## src/rtl/nand_op_sequencer.sv

```systemverilog
// Sequential 2-input boolean unit: any of eight functions is evaluated by stepping one
// shared W-bit NAND array through a short micro-sequence, arbitrated between two requesters.
module nand_op_sequencer #(
  parameter int W     = 8,
  parameter int CNT_W = 16
) (
  input  logic             clk_i,
  input  logic             rst_ni,
  input  logic             req0_valid_i,
  output logic             req0_ready_o,
  input  logic [2:0]       req0_op_i,
  input  logic [W-1:0]     req0_a_i,
  input  logic [W-1:0]     req0_b_i,
  input  logic             req1_valid_i,
  output logic             req1_ready_o,
  input  logic [2:0]       req1_op_i,
  input  logic [W-1:0]     req1_a_i,
  input  logic [W-1:0]     req1_b_i,
  output logic             rsp_valid_o,
  input  logic             rsp_ready_i,
  output logic [W-1:0]     rsp_data_o,
  output logic             rsp_id_o,
  output logic             busy_o,
  output logic [CNT_W-1:0] ops_done_o
);
  typedef enum logic [1:0] {IDLE, EXEC, RESP} state_e;
  typedef enum logic [2:0] {SRC_A, SRC_B, SRC_T0, SRC_T1, SRC_T2} src_e;
  typedef enum logic [1:0] {DST_T0, DST_T1, DST_T2, DST_OUT} dst_e;

  state_e           state_q, state_d;
  logic [2:0]       op_q, op_d, step_q, step_d;
  logic [W-1:0]     a_q, a_d, b_q, b_d;
  logic [W-1:0]     t0_q, t0_d, t1_q, t1_d, t2_q, t2_d;
  logic [W-1:0]     rsp_data_q, rsp_data_d;
  logic             id_q, id_d, rr_q, rr_d;
  logic [CNT_W-1:0] ops_done_q, ops_done_d;
  logic             gnt_any, gnt_id;
  src_e             x_sel, y_sel;
  dst_e             dst;
  logic [W-1:0]     x_bus, y_bus, nand_y;

  // rr_q names the requester that wins when both are valid.
  always_comb begin
    gnt_any = req0_valid_i | req1_valid_i;
    if (req0_valid_i && req1_valid_i) gnt_id = rr_q;
    else                              gnt_id = req1_valid_i;
  end

  // Micro-sequence table: NAND operand sources and destination for (op, step).
  always_comb begin
    x_sel = SRC_A;
    y_sel = SRC_B;
    dst   = DST_OUT;
    case (op_q)
      3'd1: if (step_q == 3'd0) dst = DST_T0;
            else begin x_sel = SRC_T0; y_sel = SRC_T0; end
      3'd2, 3'd3: case (step_q)
        3'd0:    begin x_sel = SRC_A;  y_sel = SRC_A;  dst = DST_T0; end
        3'd1:    begin x_sel = SRC_B;  y_sel = SRC_B;  dst = DST_T1; end
        3'd2:    begin x_sel = SRC_T0; y_sel = SRC_T1; dst = (op_q == 3'd3) ? DST_T2 : DST_OUT; end
        default: begin x_sel = SRC_T2; y_sel = SRC_T2; end
      endcase
      3'd4, 3'd5: case (step_q)
        3'd0:    dst = DST_T0;
        3'd1:    begin x_sel = SRC_A;  y_sel = SRC_T0; dst = DST_T1; end
        3'd2:    begin x_sel = SRC_B;  y_sel = SRC_T0; dst = DST_T2; end
        3'd3:    begin x_sel = SRC_T1; y_sel = SRC_T2; dst = (op_q == 3'd5) ? DST_T0 : DST_OUT; end
        default: begin x_sel = SRC_T0; y_sel = SRC_T0; end
      endcase
      3'd6:    y_sel = SRC_A;
      3'd7:    x_sel = SRC_B;
      default: ;
    endcase
  end

  always_comb begin
    case (x_sel)
      SRC_A:   x_bus = a_q;
      SRC_B:   x_bus = b_q;
      SRC_T0:  x_bus = t0_q;
      SRC_T1:  x_bus = t1_q;
      default: x_bus = t2_q;
    endcase
    case (y_sel)
      SRC_A:   y_bus = a_q;
      SRC_B:   y_bus = b_q;
      SRC_T0:  y_bus = t0_q;
      SRC_T1:  y_bus = t1_q;
      default: y_bus = t2_q;
    endcase
  end

  for (genvar gi = 0; gi < W; gi++) begin : g_nand
    assign nand_y[gi] = ~(x_bus[gi] & y_bus[gi]);
  end

  always_ff @(posedge clk_i or negedge rst_ni) begin
    if (!rst_ni) begin
      state_q    <= IDLE;
      op_q       <= '0;
      step_q     <= '0;
      a_q        <= '0;
      b_q        <= '0;
      t0_q       <= '0;
      t1_q       <= '0;
      t2_q       <= '0;
      rsp_data_q <= '0;
      id_q       <= 1'b0;
      rr_q       <= 1'b0;
      ops_done_q <= '0;
    end else begin
      state_q    <= state_d;
      op_q       <= op_d;
      step_q     <= step_d;
      a_q        <= a_d;
      b_q        <= b_d;
      t0_q       <= t0_d;
      t1_q       <= t1_d;
      t2_q       <= t2_d;
      rsp_data_q <= rsp_data_d;
      id_q       <= id_d;
      rr_q       <= rr_d;
      ops_done_q <= ops_done_d;
    end
  end

  always_comb begin
    state_d    = state_q;
    op_d       = op_q;
    step_d     = step_q;
    a_d        = a_q;
    b_d        = b_q;
    t0_d       = t0_q;
    t1_d       = t1_q;
    t2_d       = t2_q;
    rsp_data_d = rsp_data_q;
    id_d       = id_q;
    rr_d       = rr_q;
    ops_done_d = ops_done_q;
    case (state_q)
      IDLE: if (gnt_any) begin
        id_d    = gnt_id;
        rr_d    = ~gnt_id;
        op_d    = gnt_id ? req1_op_i : req0_op_i;
        a_d     = gnt_id ? req1_a_i  : req0_a_i;
        b_d     = gnt_id ? req1_b_i  : req0_b_i;
        step_d  = '0;
        state_d = EXEC;
      end
      EXEC: begin
        step_d = step_q + 3'd1;
        case (dst)
          DST_T0:  t0_d = nand_y;
          DST_T1:  t1_d = nand_y;
          DST_T2:  t2_d = nand_y;
          DST_OUT: begin rsp_data_d = nand_y; state_d = RESP; end
        endcase
      end
      RESP: if (rsp_ready_i) begin
        ops_done_d = ops_done_q + CNT_W'(1);
        state_d    = IDLE;
      end
      default: state_d = IDLE;
    endcase
  end

  always_comb begin
    req0_ready_o = (state_q == IDLE) && gnt_any && !gnt_id;
    req1_ready_o = (state_q == IDLE) && gnt_any && gnt_id;
    rsp_valid_o  = (state_q == RESP);
    busy_o       = (state_q != IDLE);
  end

  assign rsp_data_o = rsp_data_q;
  assign rsp_id_o   = id_q;
  assign ops_done_o = ops_done_q;
endmodule
```

## config.mk

```make
export PLATFORM = sky130hd
export DESIGN_NAME = nand_op_sequencer
export DESIGN_NICKNAME = d
export VERILOG_FILES = /design/src/rtl/nand_op_sequencer.sv
export SDC_FILE = /design/constraint.sdc
export NUM_CORES = 1
export LEC_CHECK = 0
export CAP_MARGIN = 20
export CORE_ASPECT_RATIO = 0.7
export CORE_MARGIN = 5
export CORE_UTILIZATION = 30
export CTS_CLUSTER_DIAMETER = 200
export DETAILED_ROUTE_END_ITERATION = 7
export PLACE_DENSITY_LB_ADDON = 0.3
export SETUP_SLACK_MARGIN = 0.02
export SLEW_MARGIN = 20
export SYNTH_ARGS = -nofsm -noshare
export SYNTH_HDL_FRONTEND = slang
export SYNTH_SLANG_ARGS = --single-unit
```

## constraint.sdc

```tcl
create_clock -name clk_i -period 2.8 [get_ports clk_i]
set_input_delay 0.42 -clock clk_i [delete_from_list [all_inputs] [get_ports clk_i]]
set_output_delay 0.42 -clock clk_i [all_outputs]
set_load 0.02 [all_outputs]
```

After elaboration in Yosys (flattened, before gate mapping)

Index checks and enable logic that the tools add are counted.

Bitwise operators: 18
Muxes and demuxes: 26
Reduce and logical (&&, ||, !) cells: 23
Add/subtract/negate cells: 2
Eq/ne operators: 24

Operator list:

| cell                    | number |
|---|---|
| $pmux W8 S4             | 2 |
| $eq A3 B2 Y1 const B    | 8 |
| $pmux W2 S3             | 4 |
| $pmux W3 S4             | 2 |
| $pmux W3 S3             | 2 |
| $add A16 B1 Y16 const B | 1 |
| $mux W8                 | 2 |
| $mux W2                 | 7 |
| $reduce_and A2 Y1       | 7 |
| $eq A3 B1 Y1 const B    | 4 |
| $eq A3 B3 Y1 const B    | 4 |
| $pmux W3 S2             | 2 |
| $logic_not A3 Y1        | 3 |
| $not A1 Y1              | 9 |
| $and A1 B1 Y1           | 8 |
| $pmux W2 S4             | 1 |
| $eq A2 B2 Y1 const B    | 3 |
| $mux W3                 | 2 |
| $reduce_or A2 Y1        | 3 |
| $eq A2 B1 Y1 const B    | 2 |
| $logic_and A1 B1 Y1     | 4 |
| $logic_not A2 Y1        | 2 |
| $ne A2 B2 Y1 const B    | 2 |
| $reduce_bool A2 Y1      | 2 |
| 6 further kinds         | 7 |

Input bits: 43
Logic and storage cells: 105
Output and inout port bits: 29
Register bits: 74

Longest topological paths before layout

Depth after elaboration: 8
Mapped depth: 11
Gate-level depth less buffers: 9

Worst setup path after synthesis

No wires, ideal clock.

Path kind: reg-to-reg
Start point: register step_q[0]
End point: register rsp_data_q[0] (netlist: rsp_data_o[0])
Required time: 2675 ps
Library setup time: 125 ps
Path slack: 421 ps
Data arrival time: 2255 ps
Cell stages (with the launch flop): 9
Path through: dfrtp_1 -> ha_1 -> ha_1 -> o31ai_1 -> nor2b_1 -> or3_4 -> nor2b_1 -> nand2_2 -> mux2_2

Word-level cells in the longest chain between the ends: 8

Ends and longest elaborated chain:

| element                                          | RTL line   | RTL |
|---|---|---|
| start: declaration                               | 31         | `logic [2:0] op_q, op_d, step_q, step_d;` |
| start signal: assignment                         | 114        | `step_q <= step_d;` |
| $eq A3 B1 Y1 or $logic_not A3 Y1 (tied branches) | 57, 63, 55 |  |
| $reduce_or A2 Y1 (no source line)                | n/a        |  |
| $pmux W2 S3                                      | 63         | `3'd4, 3'd5: case (step_q)` |
| $pmux W3 S4                                      | 54         | `case (op_q)` |
| $eq A3 B2 Y1 (tied with other cells)             | 77         | `case (x_sel)` |
| $pmux W8 S4                                      | 77         |  |
| $and A1 B1 Y1                                    | 94         | `assign nand_y[gi] = ~(x_bus[gi] & y_bus[gi]);` |
| $not A1 Y1                                       | 94         |  |
| end signal: assignment                           | 120        | `rsp_data_q <= rsp_data_d;` |
| end: declaration                                 | 34         | `logic [W-1:0] rsp_data_q, rsp_data_d;` |

Parallel ways exist; a longest one is shown, timed or not.
A chain may end at the register's enable or synchronous reset.

Worst setup path in the final report

Start point: register state_q[1]
End point: output req0_ready_o

Word-level cells in the longest chain between the ends: 3

Ends and longest elaborated chain:

| element                           | RTL line | RTL |
|---|---|---|
| start: declaration                | 30       | `state_e state_q, state_d;` |
| start signal: assignment          | 112      | `state_q <= state_d;` |
| $logic_not A2 Y1                  | 168      | `req0_ready_o = (state_q == IDLE) && gnt_any && !gnt_id;` |
| $logic_and A1 B1 Y1 (2 in series) | 168      |  |
| end: declaration                  | 10       | `output logic req0_ready_o,` |

Every way passes these cells.

==> impl_metrics.csv <==
group,metric,value,unit
route,dr.pass1.iters,7,
grt,antenna_found_initial,0,
timing,fin_setup_tns,0,ns
synthesis,synth_top_area_share,47.5,%
synthesis,post-synth-top-area-cell,"dfrtp_1",
timing,drv_slew,0,
grt,grt_pass1_wl,17.0,mm
synthesis,synth-edff-count,0,
placement,place_congestion,0.788,
grt,grt_max_degree,75,
clocking,cts_tree,"done",
synthesis,synth_xor_area_share,3.37,%
final_layout,antenna-diode-count,0,
worst_setup_path,critPathArrivalTime,2.19,ns
route,vias,3149,
route,wirelength,10.3,mm
route,final_antenna_net_count,0,
timing,maxSlewHeadroom,36.7,%
grt,grt-ovfl-total,0,
clocking,clock_sinks,74,
route,viasPerCell,5.19,
route,top_layer,"met4",
synthesis,synth_simple_gate_area_share,12.7,%
timing,setup_viol,0,
placement,place_area,4870,sq um
timing,finalCriticalPeriod,2.61,ns
worst_setup_path,worstSetupEndpointType,"primary output",
synthesis,synthesis.nets,409,
placement,hpwl,7.48,mm
route,wl_met1,5.00,mm
synthesis,synth_cell_types,48,
grt,grt_usage,13.8,%
synthesis,ys_top_cells_by_area,"dfrtp_1, mux2i_1, mux2_2",
synthesis,synth_top_family_by_area,"compound AO/OA/AOI/OAI gates",
synthesis,synth_most_common_cell,"dfrtp_1",
route,route.detailed.drc,0,
synthesis,synthTopCellsByCount,"dfrtp_1, mux2i_1, inv_1",
job,drv_cap,0,
outcome,outcome,"completed",
clocking,clk_pin_slew,0.06,ns
synthesis,ys_warn_count,0,
placement,io_buffers,71,
synthesis,synth_ff_type,"dfrtp_1",
final_layout,area.growth.synth_to_final,33.4,%
final_layout,final_area,5200,sq um
route,met3WireLength,526,um
synthesis,postSynthCellCount,357,
timing,rsz0062_at_grt,"false",
grt,grt_pass1_vias,3278,
floorplan,rows,34,
route,wl_met2,4.64,mm
worst_setup_path,crit_required,2.38,ns
synthesis,yosysSeqAreaShare,47.5,%
placement,place_worst_setup_slack,0.112,ns
worst_setup_path,critPathKind,"register to primary output",
synthesis,synthArstFlopShare,100,%
timing,postLayoutSetupSlackWorst,0.186,ns
final_layout,finalNetCount,492,
clocking,clk_latency,0.34,ns
min_path,hold_class,"input pin to async pin",
timing,finalCritPeriodShare,93.4,%
floorplan,dieArea,15400,sq um
floorplan,die_w,146,um
timing,finClkSkew,0.00753,ns
power_and_ir_drop,power_leakage,2.19,nW
worst_setup_path,start_kind,"register",
synthesis,ys_ff_latch,74,
synthesis,yosys.area_share.adder,2.89,%
clocking,cts-root-buf,"clkbuf_16",
synthesis,syn_area,3900,sq um
power_and_ir_drop,power_density,1290,nW/um^2
floorplan,initial_utilization,31.0,%
route,wl_per_cell,16.9,um
floorplan,fp.dieH,105,um
worst_setup_path,path_max_fanout,4,
synthesis,synth.area.mux_share,13.7,%
clocking,cts_buffers,9,
clocking,postCtsHoldBufs,0,
route,drt_iter0_markers,176,
timing,max_freq,0.383,GHz
timing,whs,0.208,ns
synthesis,syn_area_per_cell,10.9,sq um
final_layout,layout-drive-gt1-share,16.0,%
floorplan,ios,72,
clocking,htreeDepth,3,
clocking,cts_buffer_depth,2,
timing,finalHoldViolations,0,
timing,worst_pin_slew,0.949,ns
power_and_ir_drop,ir_drop,0.495,mV
floorplan,core,12500,sq um
synthesis,synth_compound_area_share,15.3,%
-- layout make-up --
| type | instances | area [sq um] |
|---|---|---|
| clock buffers | 9 | 225 |
| inverters | 28 | 105 |
| well taps | 162 | 203 |
| multi-input cells | 241 | 1890 |
| clock inverters | 7 | 93.8 |
| fillers | 1187 | 7350 |
| repair buffers | 86 | 833 |
| flip-flops and latches | 74 | 1850 |
-- routing by layer --
layer / up-vias / GRT usage [%]
met5: - / 0
met3: 9 / 4.85
li1: 1483 / -
met1: 1570 / 19.0
met4: 0 / 3.36
met2: 87 / 20.8
-- path summary, 6_finish.rpt --
check	start	endpoint	slack (ns)	cells after the start
max in group asynchronous	rst_ni	ops_done_o[12]	1.95	1
min in group clk_i	ops_done_o[15]	ops_done_o[15]	0.47	1
min	rst_ni	b_q[6]	0.21	1
max	state_q[1]	req0_ready_o	0.19	4
max reg2reg	step_q[0]	rsp_data_o[5]	0.20	8
min reg2reg	ops_done_o[15]	ops_done_o[15]	0.47	1
-- report_power, final --
part           switching (mW)  total, mW  internal (mW)
registers               0.368       1.85           1.48
logic                    1.98       3.60           1.61
clock network           0.454       1.23          0.778
total                    2.80       6.68           3.88
-- stage by stage --
stage | cells | util [%] | power [mW]
final | 607 | 41.4 | 6.68
after global routing | 607 | 41.4 | 7.17
after floorplan | 357 | - | 4.31
after global placement | 591 | 38.8 | 5.36
after detailed placement | 591 | 38.8 | 5.46
after CTS | 607 | 41.3 | 6.72
-- sequential cells by signal, summed over array words and instances (netlist names) --
name / flops
ops_done_o: 16
a_q: 8
b_q: 8
rsp_data_o: 8
t0_q: 8
t1_q: 8
t2_q: 8
op_q: 3
step_q: 3
state_q: 2
rr_q: 1
rsp_id_o: 1
-- cell families after synthesis --
| family | Yosys count |
|---|---|
| buffers and inverters | 42 |
| AND/OR/NAND/NOR | 94 |
| multiplexers | 51 |
| flip-flops | 74 |
| AO/OA/AOI/OAI | 72 |
| XOR/XNOR | 15 |
| adder cells (fa/ha/maj) | 9 |
-- critical path, stage by stage (launching register included) --
cell             delay, ns
dfrtp_1               0.39
nor2_1                0.34
inv_1                 0.15
a211oi_2              0.31
clkdlybuf4s50_1       0.66
-- placed cells by master (no fill, tap or decap), drive strengths merged, types with 2 or more instances in the layout --
| cell type | instances |
|---|---|
| dfrtp | 74 |
| clkdlybuf4s50 | 70 |
| mux2i | 32 |
| inv | 28 |
| nand2 | 28 |
| nor2 | 22 |
| a222oi | 20 |
| mux2 | 19 |
| buf | 16 |
| a31oi | 14 |
| nand3 | 13 |
| o21ai | 13 |
| xnor2 | 11 |
| ha | 9 |
| clkbuf | 9 |
| o221ai | 7 |
| a22oi | 7 |
| nor2b | 6 |
| nand4 | 4 |
| and3 | 4 |
| xor2 | 4 |
| clkinv | 3 |
| nand2b | 2 |
| and3b | 2 |
| or3 | 2 |
| a21oi | 2 |
| a21o | 2 |
| bufinv | 2 |
| clkinvlp | 2 |
| nor3 | 2 |
| nor4 | 2 |
-- timing repair --
item	CTS	global route
setup endpoints to repair	0	8
gates resized for setup	0	2
setup buffers	0	0
(Power assumes the default switching activity.)
